[src/rtl/z2_bus_cycle.sv]
// Zorro II slave bus-cycle sequencer.
// Synchronises the 68000 strobes, sequences IDLE/START/DATA/END for cycles
// addressed to this card, merges slave acknowledges into one DTACK drive,
// owns the data-bus output enable and abandons cycles nobody acknowledges.
module z2_bus_cycle #(
  parameter int TIMEOUT_CYCLES = 32,  // CLKs in Z2_DATA before giving up (2..255)
  parameter int SYNC_STAGES    = 2    // synchroniser depth (2 or 3)
) (
  input  logic       CLK,
  input  logic       RESET_n,
  input  logic       AS_n,
  input  logic       UDS_n,
  input  logic       LDS_n,
  input  logic       RW,
  input  logic       match,
  input  logic       ack_in,
  output logic [1:0] z2_state,
  output logic       dtack_oe,
  output logic       data_oe,
  output logic       rw_l,
  output logic       timeout
);

  typedef enum logic [1:0] {
    Z2_IDLE  = 2'b00,
    Z2_START = 2'b01,
    Z2_DATA  = 2'b10,
    Z2_END   = 2'b11
  } z2_state_e;

  localparam logic [7:0] LP_CNT_LAST = 8'(TIMEOUT_CYCLES - 1);
  localparam logic [7:0] LP_CNT_MAX  = 8'hFF;

  logic [SYNC_STAGES-1:0] r_as_sync;
  logic [SYNC_STAGES-1:0] r_uds_sync;
  logic [SYNC_STAGES-1:0] r_lds_sync;

  z2_state_e  r_state;
  logic [7:0] r_cnt;
  logic       r_ignore;
  logic       r_rw_l;
  logic       r_dtack_oe;
  logic       r_data_oe;
  logic       r_timeout;

  z2_state_e  w_state_nxt;
  logic [7:0] w_cnt_nxt;
  logic       w_ignore_nxt;
  logic       w_rw_l_nxt;
  logic       w_dtack_nxt;
  logic       w_data_oe_nxt;
  logic       w_timeout_nxt;
  logic       w_as_s;
  logic       w_ds_s;

  // Shift the asynchronous strobes through the synchroniser chains.
  always_ff @(posedge CLK or negedge RESET_n) begin
    if (!RESET_n) begin
      // NOTE: the chains reset to the deasserted (high) strobe level so a
      // strobe already low at reset release is seen as a fresh falling edge.
      r_as_sync  <= '1;
      r_uds_sync <= '1;
      r_lds_sync <= '1;
    end else begin
      // NOTE: non-blocking assignments keep every stage sampling the value
      // its neighbour held before the edge; blocking here would collapse the chain.
      r_as_sync  <= {r_as_sync[SYNC_STAGES-2:0], AS_n};
      r_uds_sync <= {r_uds_sync[SYNC_STAGES-2:0], UDS_n};
      r_lds_sync <= {r_lds_sync[SYNC_STAGES-2:0], LDS_n};
    end
  end

  assign w_as_s = ~r_as_sync[SYNC_STAGES-1];
  assign w_ds_s = ~r_uds_sync[SYNC_STAGES-1] | ~r_lds_sync[SYNC_STAGES-1];

  // Next-state and registered-output decode for the bus-cycle sequencer.
  always_comb begin
    // NOTE: every signal driven here gets a default first; a path that
    // leaves one unassigned would infer a latch.
    w_state_nxt   = r_state;
    w_cnt_nxt     = r_cnt;
    w_ignore_nxt  = r_ignore;
    w_rw_l_nxt    = r_rw_l;
    w_dtack_nxt   = r_dtack_oe;
    w_timeout_nxt = 1'b0;

    case (r_state)
      Z2_IDLE: begin
        w_dtack_nxt = 1'b0;
        if (!w_as_s) begin
          w_ignore_nxt = 1'b0;
        end else if (!r_ignore) begin
          if (match) begin
            w_state_nxt = Z2_START;
            w_rw_l_nxt  = RW;
          end else begin
            // Not ours: sit this whole cycle out even if match rises later.
            w_ignore_nxt = 1'b1;
          end
        end
      end

      Z2_START: begin
        if (!w_as_s) begin
          w_state_nxt = Z2_IDLE;
        end else if (w_ds_s) begin
          w_state_nxt = Z2_DATA;
          w_cnt_nxt   = '0;
        end
      end

      Z2_DATA: begin
        if (!w_as_s) begin
          w_state_nxt = Z2_IDLE;
        end else if (ack_in) begin
          // Acknowledge beats a simultaneous terminal count.
          w_state_nxt = Z2_END;
          w_dtack_nxt = 1'b1;
        end else if (r_cnt == LP_CNT_LAST) begin
          w_state_nxt   = Z2_END;
          w_timeout_nxt = 1'b1;
        end else if (r_cnt != LP_CNT_MAX) begin
          w_cnt_nxt = r_cnt + 8'd1;
        end
      end

      Z2_END: begin
        // Late acknowledges are ignored; wait for the master to end the cycle.
        if (!w_as_s) begin
          w_state_nxt = Z2_IDLE;
          w_dtack_nxt = 1'b0;
        end
      end

      default: begin
        w_state_nxt = Z2_IDLE;
        w_dtack_nxt = 1'b0;
      end
    endcase

    // Drive the data bus only for our read cycles while the strobe is held.
    w_data_oe_nxt = ((w_state_nxt == Z2_DATA) || (w_state_nxt == Z2_END))
                    && w_rw_l_nxt && w_as_s;
  end

  // Register state, counter and all bus-facing outputs.
  always_ff @(posedge CLK or negedge RESET_n) begin
    if (!RESET_n) begin
      r_state    <= Z2_IDLE;
      r_cnt      <= '0;
      r_ignore   <= 1'b0;
      r_rw_l     <= 1'b1;
      r_dtack_oe <= 1'b0;
      r_data_oe  <= 1'b0;
      r_timeout  <= 1'b0;
    end else begin
      r_state    <= w_state_nxt;
      r_cnt      <= w_cnt_nxt;
      r_ignore   <= w_ignore_nxt;
      r_rw_l     <= w_rw_l_nxt;
      r_dtack_oe <= w_dtack_nxt;
      r_data_oe  <= w_data_oe_nxt;
      r_timeout  <= w_timeout_nxt;
    end
  end

  assign z2_state = r_state;
  assign dtack_oe = r_dtack_oe;
  assign data_oe  = r_data_oe;
  assign rw_l     = r_rw_l;
  assign timeout  = r_timeout;

endmodule

[config.mk]
export PLATFORM = sky130hd
export DESIGN_NAME = z2_bus_cycle
export DESIGN_NICKNAME = d
export VERILOG_FILES = /design/src/rtl/z2_bus_cycle.sv
export SDC_FILE = /design/constraint.sdc
export NUM_CORES = 1
export LEC_CHECK = 0
export CAP_MARGIN = 20
export CORE_UTILIZATION = 40
export DETAILED_ROUTE_END_ITERATION = 8
export PLACE_DENSITY_LB_ADDON = 0.2
export SLEW_MARGIN = 5
export SYNTH_ARGS = -nofsm -noshare
export SYNTH_HDL_FRONTEND = slang
export SYNTH_SLANG_ARGS = --single-unit
export TNS_END_PERCENT = 5
[constraint.sdc]
create_clock -name CLK -period 3.4 [get_ports CLK]
set_input_delay 1.02 -clock CLK [delete_from_list [all_inputs] [get_ports CLK]]
set_output_delay 1.02 -clock CLK [all_outputs]
set_load 0.01 [all_outputs]
==> results.md, run 1 <==
* Starting Density at 43.4%
* CP arrival at 1520 ps
* Actual slew at the worst max-slew pin at 827 ps
* Core area at 2520 um^2
* Setup repair bufs after CTS at 0
* Resize count post-CTS at 0
* DRT Wirelength at 1950 um
* Synth area leader: dfrtp_1
* # setup viols final at 0
* Nets at 121
* Antenna fix cells at 0
* Routed length per instance at 13.8 um
* Setup_tns at 0 ps
* Clock root cell: clkbuf_4
* Latest clock arrival within the worst-skew pair at 300 ps
* Mean area per synthesized cell at 11.4 um^2
* Post-synthesis mux area share at 5.60%
* CTS sink cnt at 21
* Vias in the first global route at 707
* Clock buffer depth at 2
* Synth Area in Compound Gates at 14.7%
* YS warnings at 0
* Slew Limit Headroom at 44.7%
* CP startpoint kind: register
* Fill count at 245
* Hold Path Depth at 0
* DR vias at 772
* FF-to-FF path depth at 4
* Total CTS buffers at 3
* Hold/Removal Path Class: reg2reg
* Aggregate global routing overflow at 0
* Commonest cells post-synth: 14 x dfrtp_1, 7 x dfstp_2, 6 x nand2_1, 6 x nand2b_1, 6 x nand3_1
* Share of cells above drive strength 1 at 18.9%
* Synth-to-Final Area Change at 16.0%
* Reg-to-Reg End: data_oe$_DFF_PN0_
* Worst hold slack at 364 ps
* Min Tclk post-route at 2540 ps
* Max Slew Vio Count at 0
* Leakage power at 0.492 nW
* Family with the most delay on the worst path: flip-flops
* R2R setup slack at 1570 ps
* DR pass1 iterations at 4
* Hold endpoint: r_uds_sync[1]$_DFF_PN1_
* Most frequent cell after synthesis: dfrtp_1
* CTS H-tree lvls at 1
* Share of flip-flops with an asynchronous set or reset at 100%
* Gpl congestion at 0.826
* Worst-path maximum fanout at 13
* Initial antenna violation count at 0
* Total power at 0.588 mW
* Seq/Total Area, Yosys at 48.8%
* CTS tree: yes
* Die Area at 2950 um^2
* Post-route ant nets at 0
* Launch point of the worst reg-to-reg path: z2_state[1]$_DFF_PN0_
* Post-synth cell types at 40
* Status: finished, final reports clean
* Synth Area in Adders at 1.14%
* Die X at 54.3 um
* Cells after Synth at 96
* Largest net degree at the start of global routing at 20
* Min-delay src: r_uds_sync[0]$_DFF_PN1_
* Final period utilization at 74.7%
* Main flop type after synthesis: dfrtp_1
* Buf/Inv on CP at 1
* Chip Height at 54.3 um
* Worst path required time at 2380 ps
* Initial DRC count at 18
* Setup CP Type: reg2out
* Worst Skew at 4.41 ps
* RSZ-0062 raised after global routing: false
* Maximum clock frequency at 0.393 GHz
* Hold Fails Final Rpt at 0
* Final HPWL DP at 1440 um
* DRC viols at 0
* Worst-path cell chain: clkdlybuf4s50_1
* Share of the synthesized area in the top cell type at 32.0%
* Netlist Area Pre-Place at 1090 um^2
* Yosys reg bits at 21
* I/O pin total at 14
* Simple-gate share of the synthesized area at 24.7%
* Synth Area in XOR/XNOR at 0.800%
* Cells taking the most area after synthesis: dfrtp_1 32%, dfstp_2 17%, mux2i_1 4.6%
* Largest family of logic cells by synthesized area: simple AND/OR/NAND/NOR gates
* First-pass GRT wire length at 3150 um
* VDD IR-drop max at 0.271 mV
* CTS hold repair buffers at 0
* Syn Nets at 105
* Worst-path clk slew at 120 ps
* Row count at 18
* Total track usage at 15.1%
* Number of enable flip-flop cells after synthesis at 0
* Crit-path slowest cell: dfrtp_1
* Max-cap viol count at 0
* Max incr delay on CP at 610 ps
* Port Buf Inserts at 13
* Crit end category: primary output
* Drt via density at 5.48
* Power Density at 463 nW/um^2
worst max-delay path by stage:
stage	end	slack, ps	start	depth (start not counted)
6_report	z2_state[1]	860	z2_state[1]$_DFF_PN0_	1
5_1_grt	z2_state[1]	770	z2_state[1]$_DFF_PN0_	1
4_1_cts	z2_state[1]	850	z2_state[1]$_DFF_PN0_	1
3_5_place_dp	data_oe$_DFF_PN0_	720	match	5
3_3_place_gp	data_oe$_DFF_PN0_	740	match	5
2_1_floorplan	data_oe$_DFF_PN0_	1250	match	4
logic make-up (layout without fill, tap and decap cells):
kind of cell    after synthesis  in the layout
simple gates                 42             42
flops                        21             21
compound gates               17             17
buf+inv                       8             23
mux                           6              6
fa+ha+maj                     1              1
xor+xnor                      1              1
through the flow:
stage	area, um^2	util [%]	setup WS (ps)	std cells
2_1_floorplan	1090	-	1250	96
3_3_place_gp	1240	49.3	736	137
3_5_place_dp	1240	49.3	724	137
4_1_cts	1270	50.3	852	141
5_1_grt	1270	50.3	771	141
6_report	1270	50.3	859	141
routing by layer:
metal / track usage, % / vias up / wire, um
li1: - / 383 / -
met2: 23.4 / 8 / 896
met5: 0 / - / 0
met4: 5.13 / 0 / 13
met1: 20.7 / 379 / 998
met3: 3.33 / 2 / 43
power by group:
group / switching (mW) / total, mW / internal (mW)
registers: 0.0522 / 0.341 / 0.289
clock network: 0.0776 / 0.121 / 0.0438
logic: 0.0596 / 0.125 / 0.0653
total: 0.189 / 0.588 / 0.398
state kept, by name (all words and copies together), names as in the netlist:
name / flops
r_cnt: 8
r_as_sync: 2
r_lds_sync: 2
r_uds_sync: 2
z2_state: 2
data_oe: 1
dtack_oe: 1
r_ignore: 1
rw_l: 1
timeout: 1
area by class of cell:
| type | count | area (um^2) | share of cell area, % |
|---|---|---|---|
| sequential | 21 | 534 | 42.1 |
| tap | 30 | 37.5 | 2.96 |
| clock buffer | 3 | 22.5 | 1.77 |
| inverter | 5 | 18.8 | 1.48 |
| timing repair buffer | 14 | 138 | 10.8 |
| clock inverter | 1 | 5.00 | 0.394 |
| multi-input combinational | 67 | 514 | 40.5 |
worst register-to-register path: cells and delay by family (launching register included):
| family | cells | cell delay [ps] |
|---|---|---|
| AND/OR/NAND/NOR | 3 | 860 |
| multiplexers | 1 | 340 |
| flip-flops | 1 | 540 |
layout by cell type (no fill, tap or decap), drive strengths merged, types with 2 or more instances in the layout:
cell type / count
a211oi: 2
a21oi: 5
and3: 2
clkbuf: 3
clkdlybuf4s50: 13
dfrtp: 14
dfstp: 7
inv: 5
mux2i: 5
nand2: 6
nand2b: 6
nand3: 6
nand4: 3
nor2: 4
nor2b: 3
nor3: 2
o211ai: 2
o21ai: 3
or3: 2
or4: 2
No activity file was read; power rests on OpenSTA's default activity.
==> run 2, diff against run 1 <==
==> constraint.sdc (replaced) <==
create_clock -name CLK -period 2.4 [get_ports CLK]
set_input_delay 0.72 -clock CLK [delete_from_list [all_inputs] [get_ports CLK]]
set_output_delay 0.72 -clock CLK [all_outputs]
set_load 0.01 [all_outputs]
==> run 2 against run 1 <==
Routed wire length is 0.51% higher. Via count is 0.91% lower. Sequential power is 42% higher. Critical path depth stayed put. Cell area stayed put. Sequential cell count stayed put. Clock power is 40% higher. Cell count stayed put. Largest power group unchanged.
==> results.md, run 2 (synthesis gave the netlist of run 1 again) <==
* Status: finished, final reports clean
* First-pass GRT wire length at 3280 um (+4.2%)
* CP arrival at 1530 ps (about the same)
* Resize count post-CTS at 0 (unchanged)
* Die Area at 2950 um^2 (unchanged)
* Latest clock arrival within the worst-skew pair at 300 ps (about the same)
* Pre-CTS setup slack at 13.6 ps (-710 ps)
* Largest net degree at the start of global routing at 22 (+10%)
* Commonest non-fill, non-tap cell in the layout: dfrtp_1
* RSZ-0062 raised after global routing: false
* Initial DRC count at 10 (-8)
* Worst-path cell chain: clkdlybuf4s50_1
* Routed length per instance at 13.9 um (+0.51%)
* Die X at 54.3 um (unchanged)
* Setup repair bufs after CTS at 0 (unchanged)
* Crit end category: primary output
* Total track usage at 15.6% (+0.48 points)
* CTS H-tree lvls at 1 (unchanged)
* DRT Wirelength at 1960 um (+0.51%)
* CP startpoint kind: register
* Starting Density at 43.4% (unchanged)
* Worst-path maximum fanout at 13 (unchanged)
* I/O pin total at 14 (unchanged)
* Top reg by flops: r_cnt
* Most used cells in the layout excluding fill and tap cells: 14 x dfrtp_1, 13 x clkdlybuf4s50_1, 7 x dfstp_2
* Leakage power at 0.492 nW (unchanged)
* Actual slew at the worst max-slew pin at 547 ps (-280 ps)
* Nets at 121 (unchanged)
* Max Slew Vio Count at 0 (unchanged)
* Buf/Inv on CP at 1 (unchanged)
* Family with the most delay on the worst path: buffers and inverters
* Chip Height at 54.3 um (unchanged)
* Initial antenna violation count at 0 (unchanged)
* Worst-path clk slew at 120 ps (about the same)
* Worst path required time at 1680 ps (-700 ps)
* Gpl congestion at 0.840 (+1.7%)
* Max reg flops at 8 (unchanged)
* Post-route setup slack at 146 ps (-713 ps)
* VDD IR-drop max at 0.402 mV (+49%)
* Port Buf Inserts at 13 (unchanged)
* Clock buffer depth at 2 (unchanged)
* Setup CP Type: reg2out
* Max incr delay on CP at 620 ps (about the same)
* Core Util, Final at 50.3% (unchanged)
* DR pass1 iterations at 4 (unchanged)
* CTS hold repair buffers at 0 (unchanged)
* Final period utilization at 93.9%
* Aggregate global routing overflow at 0 (unchanged)
* Power Density at 654 nW/um^2 (+41%)
* Post-route ant nets at 0 (unchanged)
* Crit-path slowest cell: clkdlybuf4s50_1
* Core area at 2520 um^2 (unchanged)
* DR vias at 765 (-0.91%)
* Hold Fails Final Rpt at 0 (unchanged)
* CTS sink cnt at 21 (unchanged)
* # setup viols final at 0 (unchanged)
* Clock root cell: clkbuf_4
* Share of cells above drive strength 1 at 18.9% (unchanged)
* Worst Skew at 6.73 ps (+2.32 ps)
* Maximum clock frequency at 0.444 GHz
* Total power at 0.831 mW (+41%)
* Min Tclk post-route at 2250 ps
* Drt via density at 5.43 (-0.91%)
* CTS tree: yes
* Setup_tns at 0 ps (unchanged)
* Row count at 18 (unchanged)
* Antenna fix cells at 0 (unchanged)
* Final HPWL DP at 1430 um (-0.47%)
* DRC viols at 0 (unchanged)
* Hold/Removal Path Class: reg2reg
* Vias in the first global route at 705 (-0.28%)
* Synth-to-Final Area Change at 16.0% (unchanged)
* Total CTS buffers at 3 (unchanged)
* Slew Limit Headroom at 63.3% (+19 points)
* Max-cap viol count at 0 (unchanged)
## run 2: cell counts in the layout (fill, tap and decap cells not counted)
Identical to the previous run, type by type.
## run 2: metrics by stage
stage,cells,cell area (um^2),hold WS [ps]
global route,141,1270,368
CTS,141,1270,365
finish,141,1270,363
global placement,137,1240,345
detailed placement,137,1240,347
floorplan,96,1090,345
## run 2: path summary, 6_finish.rpt
kind                                         start                      end  slack [ps]  depth (start not counted)
max reg2reg                  z2_state[1]$_DFF_PN0_        data_oe$_DFF_PN0_         550                          4
min reg2reg                r_uds_sync[0]$_DFF_PN1_  r_uds_sync[1]$_DFF_PN1_         360                          0
min in group asynchronous                  RESET_n     r_cnt[6]$_DFFE_PN0P_         740                          2
max in group asynchronous                  RESET_n           rw_l$_DFF_PN1_        1380                          2
min                        r_uds_sync[0]$_DFF_PN1_  r_uds_sync[1]$_DFF_PN1_         360                          0
max                          z2_state[1]$_DFF_PN0_              z2_state[1]         150                          1
## run 2: report_power, final
group          total, mW  leakage (nW)  internal, mW  switching, mW
sequential         0.483         0.263         0.410         0.0734
clock              0.169        0.0177        0.0620          0.107
combinational      0.179         0.212        0.0926         0.0863
## run 2: area by class of cell
class	count	area [um^2]
well taps	30	37.5
fillers	238	1250
flip-flops and latches	21	534
repair buffers	14	138
multi-input cells	67	514
clock inverters	1	5.00
clock buffers	3	22.5
inverters	5	18.8
## run 2: metal layers
layer | vias to the layer above | routed length (um) | track usage [%]
met2 | 16 | 887 | 24.0
met5 | - | 0 | 0
met1 | 369 | 1000 | 22.1
met4 | 0 | 0 | 3.85
met3 | 0 | 72 | 3.33
li1 | 380 | - | -
==> run 3, diff against run 2 <==
--- a/config.mk
+++ b/config.mk
@@ -6,9 +6,10 @@
 export NUM_CORES = 1
 export LEC_CHECK = 0
 export CAP_MARGIN = 20
-export CORE_UTILIZATION = 40
+export CORE_UTILIZATION = 50
 export DETAILED_ROUTE_END_ITERATION = 8
 export PLACE_DENSITY_LB_ADDON = 0.2
+export RECOVER_POWER = 25
 export SLEW_MARGIN = 5
 export SYNTH_ARGS = -nofsm -noshare
 export SYNTH_HDL_FRONTEND = slang
==> run 3 against run 2 <==
Routed wire length down 4.5%. First-iteration DRC count up 70%. Clock skew down 3.8 ps. Critical endpoint unchanged. Largest cell class unchanged. Largest power group unchanged. Highest routed layer unchanged.
==> results.md, run 3 (synthesis gave the netlist of run 1 again) <==
* Starting Density at 54.7% (+11 points)
* Reg area at 534 um^2 (unchanged)
* DR vias at 774 (+1.2%)
* CTS H-tree lvls at 1 (unchanged)
* Hold Fails Final Rpt at 0 (unchanged)
* Port Buf Inserts at 13 (unchanged)
* Latest clock arrival within the worst-skew pair at 300 ps (about the same)
* Aggregate global routing overflow at 0 (unchanged)
* # setup viols final at 0 (unchanged)
* DRC viols at 0 (unchanged)
* Antenna fix cells at 0 (unchanged)
* Chip Height at 48.8 um (-10%)
* First-pass GRT wire length at 3460 um (+5.7%)
* Slew Limit Headroom at 27.2% (-36 points)
* Worst-path clk slew at 120 ps (about the same)
* Footprint of the multi-input gates at 514 um^2 (unchanged)
* Hold/Removal Path Class: reg2reg
* Leakage power at 0.486 nW (-1.3%)
* Die Area at 2380 um^2 (-19%)
* VDD IR-drop max at 0.467 mV (+16%)
* Largest net degree at the start of global routing at 22 (unchanged)
* Gpl congestion at 0.856 (+1.9%)
* Pre-CTS setup slack at 23.8 ps (+10.2 ps)
* Initial DRC count at 17 (+7)
* Resize count post-CTS at 0 (unchanged)
* Initial antenna violation count at 0 (unchanged)
* Core area at 2000 um^2 (-21%)
* RSZ-0062 raised after global routing: false
* Routed length per instance at 13.6 um (-2.5%)
* Row count at 16 (-2)
* Maximum clock frequency at 0.448 GHz (+0.95%)
* Met2 WL post-DR at 920 um (+3.7%)
* Worst-path maximum fanout at 13 (unchanged)
* Final HPWL DP at 1370 um (-4.4%)
* Share of cells above drive strength 1 at 18.0% (-0.90 points)
* Post-route ant nets at 0 (unchanged)
* Setup repair bufs after CTS at 0 (unchanged)
* Synth-to-Final Area Change at 15.5%
* Setup_tns at 0 ps (unchanged)
* Most used cells in the layout excluding fill and tap cells: 14 x dfrtp_1, 9 x clkdlybuf4s50_1, 7 x dfstp_2
* Status: finished, final reports clean
* CP startpoint kind: register
* Worst path required time at 1680 ps (about the same)
* Die X at 48.8 um (-10%)
* DRT Wirelength at 1870 um (-4.5%)
* Actual slew at the worst max-slew pin at 1090 ps (+545 ps)
* Top reg by flops: r_cnt
* Min Tclk post-route at 2230 ps (-21.3 ps)
* DR pass1 iterations at 4 (unchanged)
* Drt via density at 5.61 (+3.4%)
* Worst-path cell chain: clkdlybuf4s50_1
* Final period utilization at 93.0% (-0.89 points)
* Post-route setup slack at 167 ps (+21.3 ps)
* Fill count at 169 (-29%)
* Family with the most delay on the worst path: buffers and inverters
* Worst Skew at 2.92 ps (-3.81 ps)
* Uppermost layer routed: met3
* Total CTS buffers at 3 (unchanged)
* Commonest non-fill, non-tap cell in the layout: dfrtp_1
* Setup CP Type: reg2out
* Crit-path slowest cell: clkdlybuf4s50_1
* Nets at 121 (unchanged)
* Total track usage at 18.9% (+3.3 points)
* Max Slew Vio Count at 0 (unchanged)
* Clock root cell: clkbuf_4
* Max-cap viol count at 0 (unchanged)
* Met3 WL post-DR at 77 um (+6.9%)
* Buf/Inv on CP at 1 (unchanged)
* CP arrival at 1510 ps (-20 ps)
* Power Density at 655 nW/um^2 (+0.17%)
* Worst hold slack at 363 ps (-0.0790 ps)
* Max incr delay on CP at 610 ps (about the same)
* Max reg flops at 8 (unchanged)
* CTS tree: yes
* CTS hold repair buffers at 0 (unchanged)
* Crit end category: primary output
* M1 WL at 874 um (-13%)
* I/O pin total at 14 (unchanged)
* CTS sink cnt at 21 (unchanged)
* Vias in the first global route at 774 (+9.8%)
* Clock buffer depth at 2 (unchanged)
## run 3: cell types whose count changed in the layout (fill, tap and decap cells not counted), sizes merged
cell,delta
clkinv,-1
dlygate4sd3,+4
buf,-1
clkinvlp,+1
clkbuf,+1
clkdlybuf4s50,-4
## run 3: metrics by stage
step	instance area, um^2	instances	power (mW)	util [%]
after global placement	1240	134	0.658	61.9
after CTS	1270	138	0.841	63.4
final	1260	138	0.829	63.2
after floorplan	1090	96	0.596	-
after global routing	1260	138	0.887	63.2
after detailed placement	1240	134	0.667	61.9
## run 3: final timing paths
kind,slack [ps],to,cells past startpoint,start
min reg2reg,360,r_uds_sync[1]$_DFF_PN1_,0,r_uds_sync[0]$_DFF_PN1_
min in group asynchronous,1120,data_oe$_DFF_PN0_,2,RESET_n
min,360,r_uds_sync[1]$_DFF_PN1_,0,r_uds_sync[0]$_DFF_PN1_
max reg2reg,570,data_oe$_DFF_PN0_,4,z2_state[1]$_DFF_PN0_
max,170,z2_state[1],1,z2_state[1]$_DFF_PN0_
max in group asynchronous,630,r_cnt[1]$_DFFE_PN0P_,2,RESET_n
## run 3: power breakdown
part / total, mW / switching [mW] / leakage, nW / internal (mW)
Sequential: 0.482 / 0.0725 / 0.263 / 0.410
Combinational: 0.175 / 0.0850 / 0.210 / 0.0904
Clock: 0.171 / 0.108 / 0.0139 / 0.0635
Total: 0.829 / 0.265 / 0.486 / 0.563
## run 3: metal layers
| metal | vias up | GRT usage, % |
|---|---|---|
| li1 | 382 | - |
| met1 | 374 | 25.3 |
| met2 | 18 | 30.8 |
| met3 | 0 | 5.61 |
| met4 | 0 | 3.43 |
| met5 | - | 0 |
## run 3: area by class of cell
type | count | share of cell area [%]
Clock buffer | 3 | 1.78
Sequential cell | 21 | 42.2
Inverter | 5 | 1.48
Tap cell | 27 | 2.67
Multi-Input combinational cell | 67 | 40.7
Clock inverter | 1 | 0.593
Timing Repair Buffer | 14 | 10.6
